### src/rtl/stdout_periph.sv
// Cluster stdout device: per-channel character writes tagged and queued in a shared FIFO,
// drained as a ready/valid stream. Define STDOUT_PERIPH_DROP_ON_FULL_EN to drop (not stall) on full.
module stdout_periph #(
  parameter int unsigned NumChannels  = 8,
  parameter int unsigned FifoDepth    = 16,
  parameter int unsigned DropCntWidth = 16
) (
  input  logic        clk_i,
  input  logic        rst_ni,
  input  logic        req_i,
  input  logic [31:0] add_i,
  input  logic        wen_i,
  input  logic [31:0] wdata_i,
  input  logic [3:0]  be_i,
  output logic        gnt_o,
  output logic        r_valid_o,
  output logic [31:0] r_rdata_o,
  output logic        r_opc_o,
  output logic        char_valid_o,
  input  logic        char_ready_i,
  output logic [7:0]  char_data_o,
  output logic [4:0]  char_chan_o
);

  localparam int unsigned AW = $clog2(FifoDepth);
  localparam int unsigned FW = AW + 1;

  logic [12:0]             mem [FifoDepth];
  logic [AW-1:0]           wptr_q, rptr_q;
  logic [FW-1:0]           fill_q;
  logic [DropCntWidth-1:0] drop_cnt_q;

  logic                    r_valid_q, r_opc_q;
  logic [31:0]             r_rdata_q;

  logic       chan_region, status_hit, chan_ok;
  logic [4:0] chan;
  logic       push_req, full, empty, stall, drop, push, pop, grant;
  logic [31:0] status_word, rdata_d;
  logic        opc_d;

  assign chan_region = (add_i[11:8] == 4'h0);
  assign status_hit  = (add_i[11:0] == 12'hF00);
  assign chan        = add_i[7:3];
  assign chan_ok     = chan_region && (32'(chan) < NumChannels);

  assign full     = (fill_q == FW'(FifoDepth));
  assign empty    = (fill_q == '0);
  assign push_req = req_i && !wen_i && chan_ok && be_i[0];

`ifdef STDOUT_PERIPH_DROP_ON_FULL_EN
  assign stall = 1'b0;
  assign drop  = push_req && full;
`else
  assign stall = push_req && full;
  assign drop  = 1'b0;
`endif

  // Full is judged on the registered fill, so a same-cycle pop never frees room for this write.
  assign push  = push_req && !full;
  assign pop   = !empty && char_ready_i;
  assign grant = req_i && !stall;
  assign gnt_o = grant;

  always_comb begin
    status_word        = '0;
    status_word[31:16] = 16'(drop_cnt_q);
    status_word[15:0]  = 16'(fill_q);
  end

  always_comb begin
    rdata_d = '0;
    opc_d   = 1'b1;
    if (status_hit) begin
      opc_d = 1'b0;
      if (wen_i) rdata_d = status_word;
    end else if (chan_ok && !wen_i) begin
      opc_d = 1'b0;
    end
  end

  always_ff @(posedge clk_i or negedge rst_ni) begin
    if (!rst_ni) begin
      r_valid_q <= 1'b0;
      r_rdata_q <= '0;
      r_opc_q   <= 1'b0;
    end else begin
      r_valid_q <= grant;
      r_rdata_q <= grant ? rdata_d : '0;
      r_opc_q   <= grant ? opc_d : 1'b0;
    end
  end

  always_ff @(posedge clk_i or negedge rst_ni) begin
    if (!rst_ni) begin
      wptr_q <= '0;
      rptr_q <= '0;
      fill_q <= '0;
    end else begin
      if (push) wptr_q <= wptr_q + AW'(1);
      if (pop)  rptr_q <= rptr_q + AW'(1);
      case ({push, pop})
        2'b10:   fill_q <= fill_q + FW'(1);
        2'b01:   fill_q <= fill_q - FW'(1);
        default: fill_q <= fill_q;
      endcase
    end
  end

  always_ff @(posedge clk_i) begin
    if (push) mem[wptr_q] <= {chan, wdata_i[7:0]};
  end

  always_ff @(posedge clk_i or negedge rst_ni) begin
    if (!rst_ni) begin
      drop_cnt_q <= '0;
    end else if (grant && status_hit && !wen_i) begin
      drop_cnt_q <= '0;
    end else if (drop && !(&drop_cnt_q)) begin
      drop_cnt_q <= drop_cnt_q + DropCntWidth'(1);
    end
  end

  assign r_valid_o    = r_valid_q;
  assign r_rdata_o    = r_rdata_q;
  assign r_opc_o      = r_opc_q;
  assign char_valid_o = !empty;
  assign char_data_o  = empty ? '0 : mem[rptr_q][7:0];
  assign char_chan_o  = empty ? '0 : mem[rptr_q][12:8];

  logic unused_bits;
  assign unused_bits = ^{add_i[31:12], add_i[2:0], wdata_i[31:8], be_i[3:1]};

endmodule

### config.mk
export PLATFORM = sky130hd
export DESIGN_NAME = stdout_periph
export DESIGN_NICKNAME = d
export VERILOG_FILES = /design/src/rtl/stdout_periph.sv
export SDC_FILE = /design/constraint.sdc
export NUM_CORES = 1
export LEC_CHECK = 0
export ABC_AREA = 1
export ABC_CLOCK_PERIOD_IN_PS = 5200
export BUFFER_PORTS_ARGS = -buffer_cell sky130_fd_sc_hd__buf_4
export CELL_PAD_IN_SITES_DETAIL_PLACEMENT = 1
export CELL_PAD_IN_SITES_GLOBAL_PLACEMENT = 2
export CORE_MARGIN = 2
export CORE_UTILIZATION = 41
export DETAILED_ROUTE_END_ITERATION = 12
export GPL_TIMING_DRIVEN = 0
export PLACE_DENSITY = 0.86
export SLEW_MARGIN = 5
export SYNTH_ARGS = -nofsm -noshare
export SYNTH_HDL_FRONTEND = slang
export SYNTH_SLANG_ARGS = --single-unit
### constraint.sdc
create_clock -name clk_i -period 5.2 [get_ports clk_i]
set_input_delay 0.26 -clock clk_i [delete_from_list [all_inputs] [get_ports clk_i]]
set_output_delay 0.26 -clock clk_i [all_outputs]
set_load 0.02 [all_outputs]
==> results of run 1 <==
==> worst reg2reg max path: stages (launching register included) <==
cell and delay, ns:
sky130_fd_sc_hd__dfrtp_1 0.44, sky130_fd_sc_hd__nor2_1 0.19, sky130_fd_sc_hd__nand4_1 0.41, sky130_fd_sc_hd__nand2_1 0.28, sky130_fd_sc_hd__inv_2 0.12, sky130_fd_sc_hd__ha_1 0.27
sky130_fd_sc_hd__inv_1 0.14, sky130_fd_sc_hd__nand2_1 0.06, sky130_fd_sc_hd__nand2_1 0.08, sky130_fd_sc_hd__ha_1 0.14, sky130_fd_sc_hd__inv_1 0.04, sky130_fd_sc_hd__nand2_1 0.09
sky130_fd_sc_hd__nand3_1 0.12, sky130_fd_sc_hd__nand2_1 0.08, sky130_fd_sc_hd__nand2_1 0.04, sky130_fd_sc_hd__nand3_1 0.07, sky130_fd_sc_hd__nand2_1 0.07
==> cell families after synthesis <==
family,share of synthesized area [%]
buf+inv,6.147
xor+xnor,0.6223
fa+ha+maj,1.016
compound gates,4.420
other cells,0.03806
flops,68.48
simple gates,19.28
==> registers in the layout, indices dropped and copies added, names as in the netlist <==
register   cells
wptr_q         4
rptr_q         4
r_rdata_o      5
mem          208
fill_q         5
r_valid_o      1
r_opc_o        1
==> synthesized netlist by cell type, types with 2 or more instances <==
| cell | count | area (µm²) |
|---|---|---|
| sky130_fd_sc_hd__clkinv_1 | 2 | 7.510 |
| sky130_fd_sc_hd__nand2_1 | 318 | 1194 |
| sky130_fd_sc_hd__ha_1 | 8 | 100.1 |
| sky130_fd_sc_hd__nor2_1 | 34 | 127.6 |
| sky130_fd_sc_hd__inv_2 | 4 | 15.01 |
| sky130_fd_sc_hd__buf_6 | 5 | 56.30 |
| sky130_fd_sc_hd__nand3_1 | 75 | 375.4 |
| sky130_fd_sc_hd__xor2_1 | 4 | 35.03 |
| sky130_fd_sc_hd__inv_1 | 37 | 138.9 |
| sky130_fd_sc_hd__a21oi_1 | 66 | 330.3 |
| sky130_fd_sc_hd__nor3b_1 | 2 | 15.01 |
| sky130_fd_sc_hd__nor2_4 | 2 | 22.52 |
| sky130_fd_sc_hd__xnor2_1 | 3 | 26.28 |
| sky130_fd_sc_hd__buf_4 | 37 | 277.8 |
| sky130_fd_sc_hd__edfxtp_1 | 208 | 6246 |
| sky130_fd_sc_hd__buf_2 | 16 | 80.08 |
| sky130_fd_sc_hd__nand4_1 | 11 | 68.82 |
| sky130_fd_sc_hd__dfrtp_1 | 20 | 500.5 |
| sky130_fd_sc_hd__nor3_1 | 12 | 60.06 |
| sky130_fd_sc_hd__o21ai_0 | 20 | 100.1 |
| sky130_fd_sc_hd__clkbuf_1 | 8 | 30.03 |
==> timing repair <==
action	4_1_cts	5_1_grt
setup endpoints to repair	0	0
endpoints found under the hold margin	20	0
hold buffers	1	0
==> layout make-up <==
type | count | area, µm² | area share [%]
clock buffers | 33 | 675.6 | 5.778
well taps | 319 | 399.1 | 3.414
clock inverters | 12 | 115.1 | 0.9845
plain buffers | 66 | 444.2 | 3.799
repair buffers | 60 | 490.5 | 4.195
flip-flops and latches | 228 | 6746 | 57.70
multi-input cells | 587 | 2660 | 22.75
inverters | 43 | 161.4 | 1.380
==> stage by stage <==
step / power [µW] / hold WS [ns] / std cells / worst slack [ns] / utilization (%)
detailed placement: 4367 / 0.1671 / 1302 / 2.420 / 46.25
CTS: 6095 / 0.006044 / 1348 / 2.331 / 49.65
finish: 6065 / 0.02701 / 1348 / 2.354 / 49.67
global route: 6369 / 0.03377 / 1348 / 2.223 / 49.67
floorplan: 3474 / -0.03559 / 924 / 2.940 / -
global placement: 4318 / 0.1642 / 1290 / 1.717 / 45.46
==> layer usage <==
layer	track usage, %	up-vias	wire length, µm
met1	30.88	3388	12500
met4	10.41	0	1377
met3	3.360	66	1464
met5	0	-	0
li1	-	3230	-
met2	35.81	215	12960
==> path summary, 6_finish.rpt <==
| kind | startpoint | endpoint | slack (ns) | cells after the start |
|---|---|---|---|---|
| min | be_i[0] | wptr_q[2] | 0.03 | 3 |
| min in group asynchronous | rst_ni | rptr_q[2] | 0.16 | 2 |
| max reg2reg | fill_q[2] | fill_q[4] | 2.46 | 16 |
| max in group asynchronous | rst_ni | rptr_q[0] | 4.80 | 2 |
| max | rptr_q[0] | char_data_o[3] | 2.35 | 9 |
| min reg2reg | fill_q[3] | fill_q[3] | 0.55 | 2 |
==> power by group through the flow <==
stage | clock network (µW) | registers [µW] | logic (µW)
5_1_grt | 1810 | 2090 | 2470
4_1_cts | 1750 | 2080 | 2270
6_report | 1720 | 2080 | 2260
3_3_place_gp | 0 | 2120 | 2200
2_1_floorplan | 0 | 2110 | 1370
3_5_place_dp | 0 | 2120 | 2250
==> metrics.txt, run 1 <==
# TYPE chip_impl_metric gauge
chip_impl_info{name="status",value="finished, final reports clean"} 1
chip_impl_metric{name="start_util",unit="%"} 41.85
chip_impl_info{name="yosys_most_used_dff",value="sky130_fd_sc_hd__edfxtp_1"} 1
chip_impl_info{name="worst_hold_path_type",value="in -> reg"} 1
chip_impl_metric{name="power_frac_clock",unit="%"} 28.4
chip_impl_metric{name="timing_worst_slew_pin_value",unit="ns"} 1.307
chip_impl_metric{name="wl_per_cell",unit="µm"} 21.00
chip_impl_metric{name="post_cts_buffers",unit=""} 0
chip_impl_info{name="endpoint_kind",value="primary output"} 1
chip_impl_metric{name="p_per_area",unit="nW/µm²"} 518.7
chip_impl_metric{name="drv.max_cap_violation_count",unit=""} 0
chip_impl_metric{name="drive_above_1_share",unit="%"} 16.91
chip_impl_metric{name="clock_tree.htree_level_count",unit=""} 1
chip_impl_info{name="top_library_cells_by_usage_in_the_layout_fill_and_taps_aside",value="sky130_fd_sc_hd__nand2_1 (318), sky130_fd_sc_hd__edfxtp_1 (208), sky130_fd_sc_hd__buf_4 (86)"} 1
chip_impl_info{name="crit_type",value="reg -> out"} 1
chip_impl_metric{name="area_of_the_core_region",unit="µm²"} 23540
chip_impl_metric{name="area_growth",unit="%"} 18.68
chip_impl_metric{name="syn-instance-count",unit=""} 898
chip_impl_info{name="critical-path-top-cell-by-count",value="sky130_fd_sc_hd__nand3_1"} 1
chip_impl_metric{name="ctsResizeCount",unit=""} 0
chip_impl_metric{name="post-route-cell-area",unit="µm²"} 11690
chip_impl_metric{name="io_buffers",unit=""} 47
chip_impl_metric{name="synth_enable_flop_cells",unit=""} 208
chip_impl_metric{name="setup-violations-final",unit=""} 0
chip_impl_metric{name="clock_tree.buffer_depth",unit=""} 3
chip_impl_metric{name="slew_headroom",unit="%"} 12.51
chip_impl_metric{name="viasPerCell",unit=""} 5.118
chip_impl_metric{name="ys_async_sr_fraction",unit="%"} 8.772
chip_impl_info{name="crit_chain",value="buf_6 -> clkbuf_1 -> nand2_1 -> nand3_1 -> nand3_1 -> nand3_1 -> nand2_1 -> nor2_1 -> buf_4"} 1
chip_impl_metric{name="finish.net_count",unit=""} 1092
chip_impl_metric{name="cts_made_buffers",unit=""} 25
chip_impl_metric{name="synth-seq-area-share",unit="%"} 68.48
chip_impl_info{name="cts_tree",value="yes"} 1
chip_impl_metric{name="syn_avg_cell_area",unit="µm²"} 10.97
chip_impl_metric{name="max_clock_freq",unit="MHz"} 351.4
chip_impl_metric{name="yosys_warnings",unit=""} 0
chip_impl_info{name="critical-path-top-delay-family",value="buffers and inverters"} 1
chip_impl_info{name="clockRootBuffer",value="sky130_fd_sc_hd__clkbuf_16"} 1
chip_impl_metric{name="period_needed",unit="ns"} 2.846
chip_impl_metric{name="post-route-period-util",unit="%"} 54.72
chip_impl_metric{name="yosysUniqueCellTypes",unit=""} 27
chip_impl_info{name="worst_setup_path_start_kind",value="flop"} 1
chip_impl_metric{name="detail_route.drc_violations",unit=""} 0
chip_impl_metric{name="cp_max_fo",unit=""} 10
chip_impl_metric{name="final_antenna_net_count",unit=""} 0
chip_impl_metric{name="cell_area_placed",unit="µm²"} 10890
chip_impl_metric{name="routed-via-count",unit=""} 6899
chip_impl_metric{name="io-pin-count",unit=""} 122
chip_impl_metric{name="antenna_cells_inserted",unit=""} 0
chip_impl_metric{name="worst_clock_skew",unit="ns"} 0.01607
chip_impl_metric{name="num_rows",unit=""} 56
chip_impl_metric{name="dp_hpwl",unit="mm"} 19.37
chip_impl_metric{name="gr-usage-all-layers",unit="%"} 22.57
chip_impl_metric{name="aggregate_negative_setup_slack",unit="ns"} 0
chip_impl_metric{name="portion_of_total_power_attributed_to_combinational_logic",unit="%"} 37.3
chip_impl_metric{name="cp_num_buf_inv",unit=""} 3
chip_impl_metric{name="static-leakage-power",unit="µW"} 0.004705
chip_impl_metric{name="critPathRequiredTime",unit="ns"} 4.94
chip_impl_metric{name="drt_first_pass_iters",unit=""} 5
chip_impl_metric{name="slew_viol_final",unit=""} 0
chip_impl_metric{name="syn_area",unit="µm²"} 9852
chip_impl_metric{name="grt_max_degree",unit=""} 21
chip_impl_metric{name="p_sw",unit="µW"} 2318
chip_impl_metric{name="fp.dieArea",unit="µm²"} 25290
chip_impl_info{name="setup_repair_after_global_routing_missed_its_margin",value="no"} 1
chip_impl_metric{name="ir_drop",unit="µV"} 244.0
chip_impl_metric{name="clkSinkCount",unit=""} 228
chip_impl_info{name="layout_commonest_cell",value="sky130_fd_sc_hd__nand2_1"} 1
chip_impl_metric{name="grt_pass1_vias",unit=""} 7152
chip_impl_metric{name="cpPeakStageDelay",unit="ns"} 0.49
chip_impl_metric{name="critical_path_arrival",unit="ns"} 2.59
chip_impl_metric{name="first_pass_grt_wire_length",unit="mm"} 43.17
chip_impl_metric{name="clock_latency",unit="ns"} 0.53
chip_impl_info{name="timing.critical_path.slowest_stage_cell",value="sky130_fd_sc_hd__clkbuf_1"} 1
chip_impl_metric{name="width_of_the_die",unit="µm"} 159.0
chip_impl_metric{name="path_clk_slew",unit="ns"} 0.06
chip_impl_metric{name="dieHeight",unit="µm"} 159.0
chip_impl_metric{name="gp_routability_congestion",unit=""} 0.7972
chip_impl_metric{name="power.switching_fraction",unit="%"} 38.22
chip_impl_metric{name="cell_internal_pwr",unit="µW"} 3747
chip_impl_metric{name="ys_seq_elements",unit=""} 228
chip_impl_metric{name="grt-ovfl-total",unit=""} 0
chip_impl_metric{name="antenna_found_initial",unit=""} 0
chip_impl_metric{name="num-fill-cells",unit=""} 2604
chip_impl_metric{name="routed_wl",unit="mm"} 28.30
chip_impl_metric{name="first_iter_violations",unit=""} 418
chip_impl_metric{name="finalHoldViolations",unit=""} 0
chip_impl_metric{name="power.share.sequential",unit="%"} 34.3
No activity file was read; power rests on OpenSTA's default activity.
==> run 2: changes to the inputs <==
Settings changed: ABC_AREA 1 to 0, ABC_CLOCK_PERIOD_IN_PS 5200 to 2700, CORE_UTILIZATION 41 to 43, PLACE_DENSITY 0.86 to 0.79.
Clock period 5.2 ns to 2.7 ns, I/O delays scaled along.
==> run 2 against run 1 <==
First-iteration DRC count shrank 52%. Die area down 8.6%. Flip-flop and latch count unchanged. Power rose by 82%. Critical path depth increased by 4. Wire length decreased by 24%. Worst setup slack lost 2.3 ns. Sequential share of layout area grew 1.1 points. Synthesized area shrank 4.3%.
==> metrics.txt, run 2 <==
# TYPE chip_impl_metric gauge
chip_impl_metric{name="fp.dieArea",unit="µm²"} 23120
chip_impl_metric{name="drt_first_pass_iters",unit=""} 4
chip_impl_metric{name="r2r_slack",unit="ns"} 0.05
chip_impl_metric{name="wl_per_cell",unit="µm"} 23.82
chip_impl_metric{name="yosysUniqueCellTypes",unit=""} 44
chip_impl_info{name="synth_top_area_cell",value="sky130_fd_sc_hd__edfxtp_1"} 1
chip_impl_metric{name="path_clk_slew",unit="ns"} 0.06
chip_impl_info{name="setup_repair_after_global_routing_missed_its_margin",value="yes"} 1
chip_impl_metric{name="antenna_cells_inserted",unit=""} 0
chip_impl_metric{name="period_needed",unit="ns"} 2.651
chip_impl_info{name="worst_hold_path_type",value="in -> reg"} 1
chip_impl_metric{name="syn-instance-count",unit=""} 480
chip_impl_metric{name="dp_hpwl",unit="mm"} 13.58
chip_impl_metric{name="finish.net_count",unit=""} 695
chip_impl_metric{name="drv.max_cap_violation_count",unit=""} 0
chip_impl_metric{name="first_pass_grt_wire_length",unit="mm"} 32.66
chip_impl_metric{name="slew_headroom",unit="%"} 41.16
chip_impl_metric{name="timing_worst_slew_pin_value",unit="ns"} 0.8826
chip_impl_metric{name="syn_area",unit="µm²"} 9427
chip_impl_metric{name="area_growth",unit="%"} 21.87
chip_impl_info{name="layout_commonest_cell",value="sky130_fd_sc_hd__edfxtp_1"} 1
chip_impl_metric{name="static-leakage-power",unit="µW"} 0.004145
chip_impl_metric{name="first_iter_violations",unit=""} 200
chip_impl_metric{name="clock_latency",unit="ns"} 0.51
chip_impl_metric{name="gr-usage-all-layers",unit="%"} 18.65
chip_impl_metric{name="routed-via-count",unit=""} 4861
chip_impl_info{name="clockRootBuffer",value="sky130_fd_sc_hd__clkbuf_16"} 1
chip_impl_metric{name="critical_path_arrival",unit="ns"} 3.08
chip_impl_metric{name="number_of_flip_flops_in_the_largest_register",unit=""} 208
chip_impl_metric{name="antenna_found_initial",unit=""} 0
chip_impl_metric{name="synth_top_cell_area_share",unit="%"} 66.26
chip_impl_metric{name="synth-seq-area-share",unit="%"} 71.57
chip_impl_metric{name="yosys_warnings",unit=""} 0
chip_impl_metric{name="p_per_area",unit="nW/µm²"} 960.3
chip_impl_metric{name="syn_avg_cell_area",unit="µm²"} 19.64
chip_impl_metric{name="area_of_the_core_region",unit="µm²"} 21690
chip_impl_metric{name="dieHeight",unit="µm"} 152.1
chip_impl_metric{name="final_antenna_net_count",unit=""} 0
chip_impl_metric{name="clock_tree.buffer_depth",unit=""} 3
chip_impl_metric{name="drive_above_1_share",unit="%"} 35.25
chip_impl_metric{name="io-pin-count",unit=""} 122
chip_impl_metric{name="grt-ovfl-total",unit=""} 0
chip_impl_metric{name="worst_clock_skew",unit="ns"} 0.01411
chip_impl_metric{name="grt_pass1_vias",unit=""} 5315
chip_impl_metric{name="critPathRequiredTime",unit="ns"} 3.13
chip_impl_metric{name="start_util",unit="%"} 43.46
chip_impl_metric{name="cpPeakStageDelay",unit="ns"} 0.38
chip_impl_info{name="synth.most_common_cell",value="sky130_fd_sc_hd__edfxtp_1"} 1
chip_impl_metric{name="max_clock_freq",unit="MHz"} 377.3
chip_impl_metric{name="slew_viol_final",unit=""} 0
chip_impl_metric{name="clkSinkCount",unit=""} 228
chip_impl_metric{name="post-route-cell-area",unit="µm²"} 11490
chip_impl_metric{name="cell_area_placed",unit="µm²"} 10280
chip_impl_metric{name="width_of_the_die",unit="µm"} 152.1
chip_impl_metric{name="clock_tree.htree_level_count",unit=""} 1
chip_impl_metric{name="io_buffers",unit=""} 47
chip_impl_metric{name="ys_seq_elements",unit=""} 228
chip_impl_metric{name="routed_wl",unit="mm"} 21.60
chip_impl_info{name="synth.top_cells.by_area",value="sky130_fd_sc_hd__edfxtp_1 (66%), sky130_fd_sc_hd__mux4_2 (7.9%), sky130_fd_sc_hd__dfrtp_1 (5.3%), sky130_fd_sc_hd__mux4_1 (5.3%), sky130_fd_sc_hd__buf_4 (2.3%)"} 1
chip_impl_metric{name="grt_max_degree",unit=""} 21
chip_impl_metric{name="ff2ff_path_depth",unit=""} 13
chip_impl_metric{name="synth_enable_flop_cells",unit=""} 208
chip_impl_info{name="crit_type",value="reg -> reg"} 1
chip_impl_metric{name="setup-violations-final",unit=""} 0
chip_impl_metric{name="post-route-period-util",unit="%"} 98.17
chip_impl_metric{name="report.power.total",unit="µW"} 11030
chip_impl_metric{name="gp_routability_congestion",unit=""} 0.7886
chip_impl_info{name="worst_setup_path_start_kind",value="flop"} 1
chip_impl_metric{name="cts_made_buffers",unit=""} 23
chip_impl_info{name="endpoint_kind",value="flop"} 1
chip_impl_info{name="ys_top_cells_by_count",value="sky130_fd_sc_hd__edfxtp_1 (208), sky130_fd_sc_hd__mux4_2 (33), sky130_fd_sc_hd__buf_4 (29)"} 1
chip_impl_info{name="largest-register",value="mem"} 1
chip_impl_metric{name="cp_max_fo",unit=""} 8
chip_impl_info{name="crit_chain",value="buf_8 -> nor4_4 -> buf_4 -> nand2_2 -> nand2_4 -> inv_2 -> ha_4 -> xor2_1 -> ha_2 -> a21oi_1 -> or3_4 -> a31oi_4 -> xnor2_1"} 1
chip_impl_info{name="yosys_most_used_dff",value="sky130_fd_sc_hd__edfxtp_1"} 1
chip_impl_info{name="status",value="finished, final reports clean"} 1
chip_impl_info{name="timing.critical_path.slowest_stage_cell",value="sky130_fd_sc_hd__dfrtp_1"} 1
chip_impl_metric{name="detail_route.drc_violations",unit=""} 0
chip_impl_info{name="cts_tree",value="yes"} 1
chip_impl_metric{name="hold-path-cell-count",unit=""} 3
chip_impl_metric{name="finalHoldViolations",unit=""} 0
chip_impl_metric{name="ir_drop",unit="µV"} 844.5
chip_impl_metric{name="num_rows",unit=""} 54
chip_impl_metric{name="viasPerCell",unit=""} 5.359
chip_impl_metric{name="ys_async_sr_fraction",unit="%"} 8.772
chip_impl_info{name="top_library_cells_by_usage_in_the_layout_fill_and_taps_aside",value="sky130_fd_sc_hd__edfxtp_1 (208), sky130_fd_sc_hd__buf_4 (97), sky130_fd_sc_hd__mux4_2 (38)"} 1
-- run 2: cell count changes after synthesis, sizes merged, moves of 7 or more --
cell / change
nand2: -314
nand3: -72
mux4: +52
a21oi: -50
inv: -33
nor2: -28
and3: +20
mux2: +16
mux2i: +14
buf: -13
nand4: -10
nor3: -10
o21ai: -7
-- run 2: critical path: cells and delay by family, from the launching register on --
kind / cells / cell delay (ns)
XOR/XNOR: 2 / 0.29
flip-flops: 1 / 0.38
AO/OA/AOI/OAI: 2 / 0.25
AND/OR/NAND/NOR: 4 / 0.84
buffers and inverters: 3 / 0.37
adder cells (fa/ha/maj): 2 / 0.42
-- run 2: final cells by class --
cell class / instances / area [µm²]
fillers: 2004 / 10200
flip-flops and latches: 228 / 6751
multi-input cells: 219 / 2480
repair buffers: 86 / 745.7
clock buffers: 29 / 598.1
plain buffers: 48 / 405.4
well taps: 280 / 350.3
clock inverters: 9 / 122.6
inverters: 8 / 35.03
-- run 2: power breakdown --
group          total (µW)  leakage, µW  internal, µW  switching [µW]
clock                3110     0.000346          1840            1260
sequential           4010      0.00211          3930            79.5
combinational        3910      0.00169          1940            1970
-- run 2: worst paths after layout --
| path | start | end |
|---|---|---|
| max | fill_q[1] | fill_q[4] |
| min reg2reg | wptr_q[3] | wptr_q[3] |
| max reg2reg | fill_q[1] | fill_q[4] |
| min in group asynchronous | rst_ni | r_valid_o |
| min | wen_i | r_rdata_o[0] |
| max in group asynchronous | rst_ni | fill_q[3] |
-- run 2: stage by stage --
stage           TNS, ns  hold slack (ns)  utilization (%)  setup slack, ns  instances
2_1_floorplan         0          -0.1606                -          0.01138        506
3_3_place_gp    -0.3113          0.04103            47.42          -0.2925        833
5_1_grt        -0.08961          0.02115            52.97         -0.08838        907
6_report              0          0.01100            52.97          0.04928        907
4_1_cts        -0.01466         0.003955            52.41         -0.01466        901
3_5_place_dp    -0.4823          0.04516            47.42          -0.4112        833
-- run 2: cell families after synthesis --
| group | count (synthesis) | share of synthesized area (%) |
|---|---|---|
| mux | 82 | 16.58 |
| xor+xnor | 12 | 1.115 |
| buf+inv | 59 | 4.115 |
| fa+ha+maj | 8 | 1.062 |
| compound gates | 35 | 2.084 |
| flops | 228 | 71.57 |
| simple gates | 55 | 3.438 |
| other cells | 1 | 0.03978 |
-- run 2: what timing repair did --
action                                  4_1_cts  5_1_grt
endpoints found under the setup margin       15       12
resized for setup                            28       29
hold endpoints to repair                    235        0
gates cloned                                  0        3
pin swaps                                     6        5
hold buffers                                 19        0
buffers inserted                             12        5
-- run 2: per-layer routing --
metal	GRT usage, %	part of all wire, %	vias up
li1	-	-	2151
met1	25.00	43	2522
met2	32.28	51	161
met3	2.596	4.8	27
met4	5.029	1.6	0
met5	0	0	-
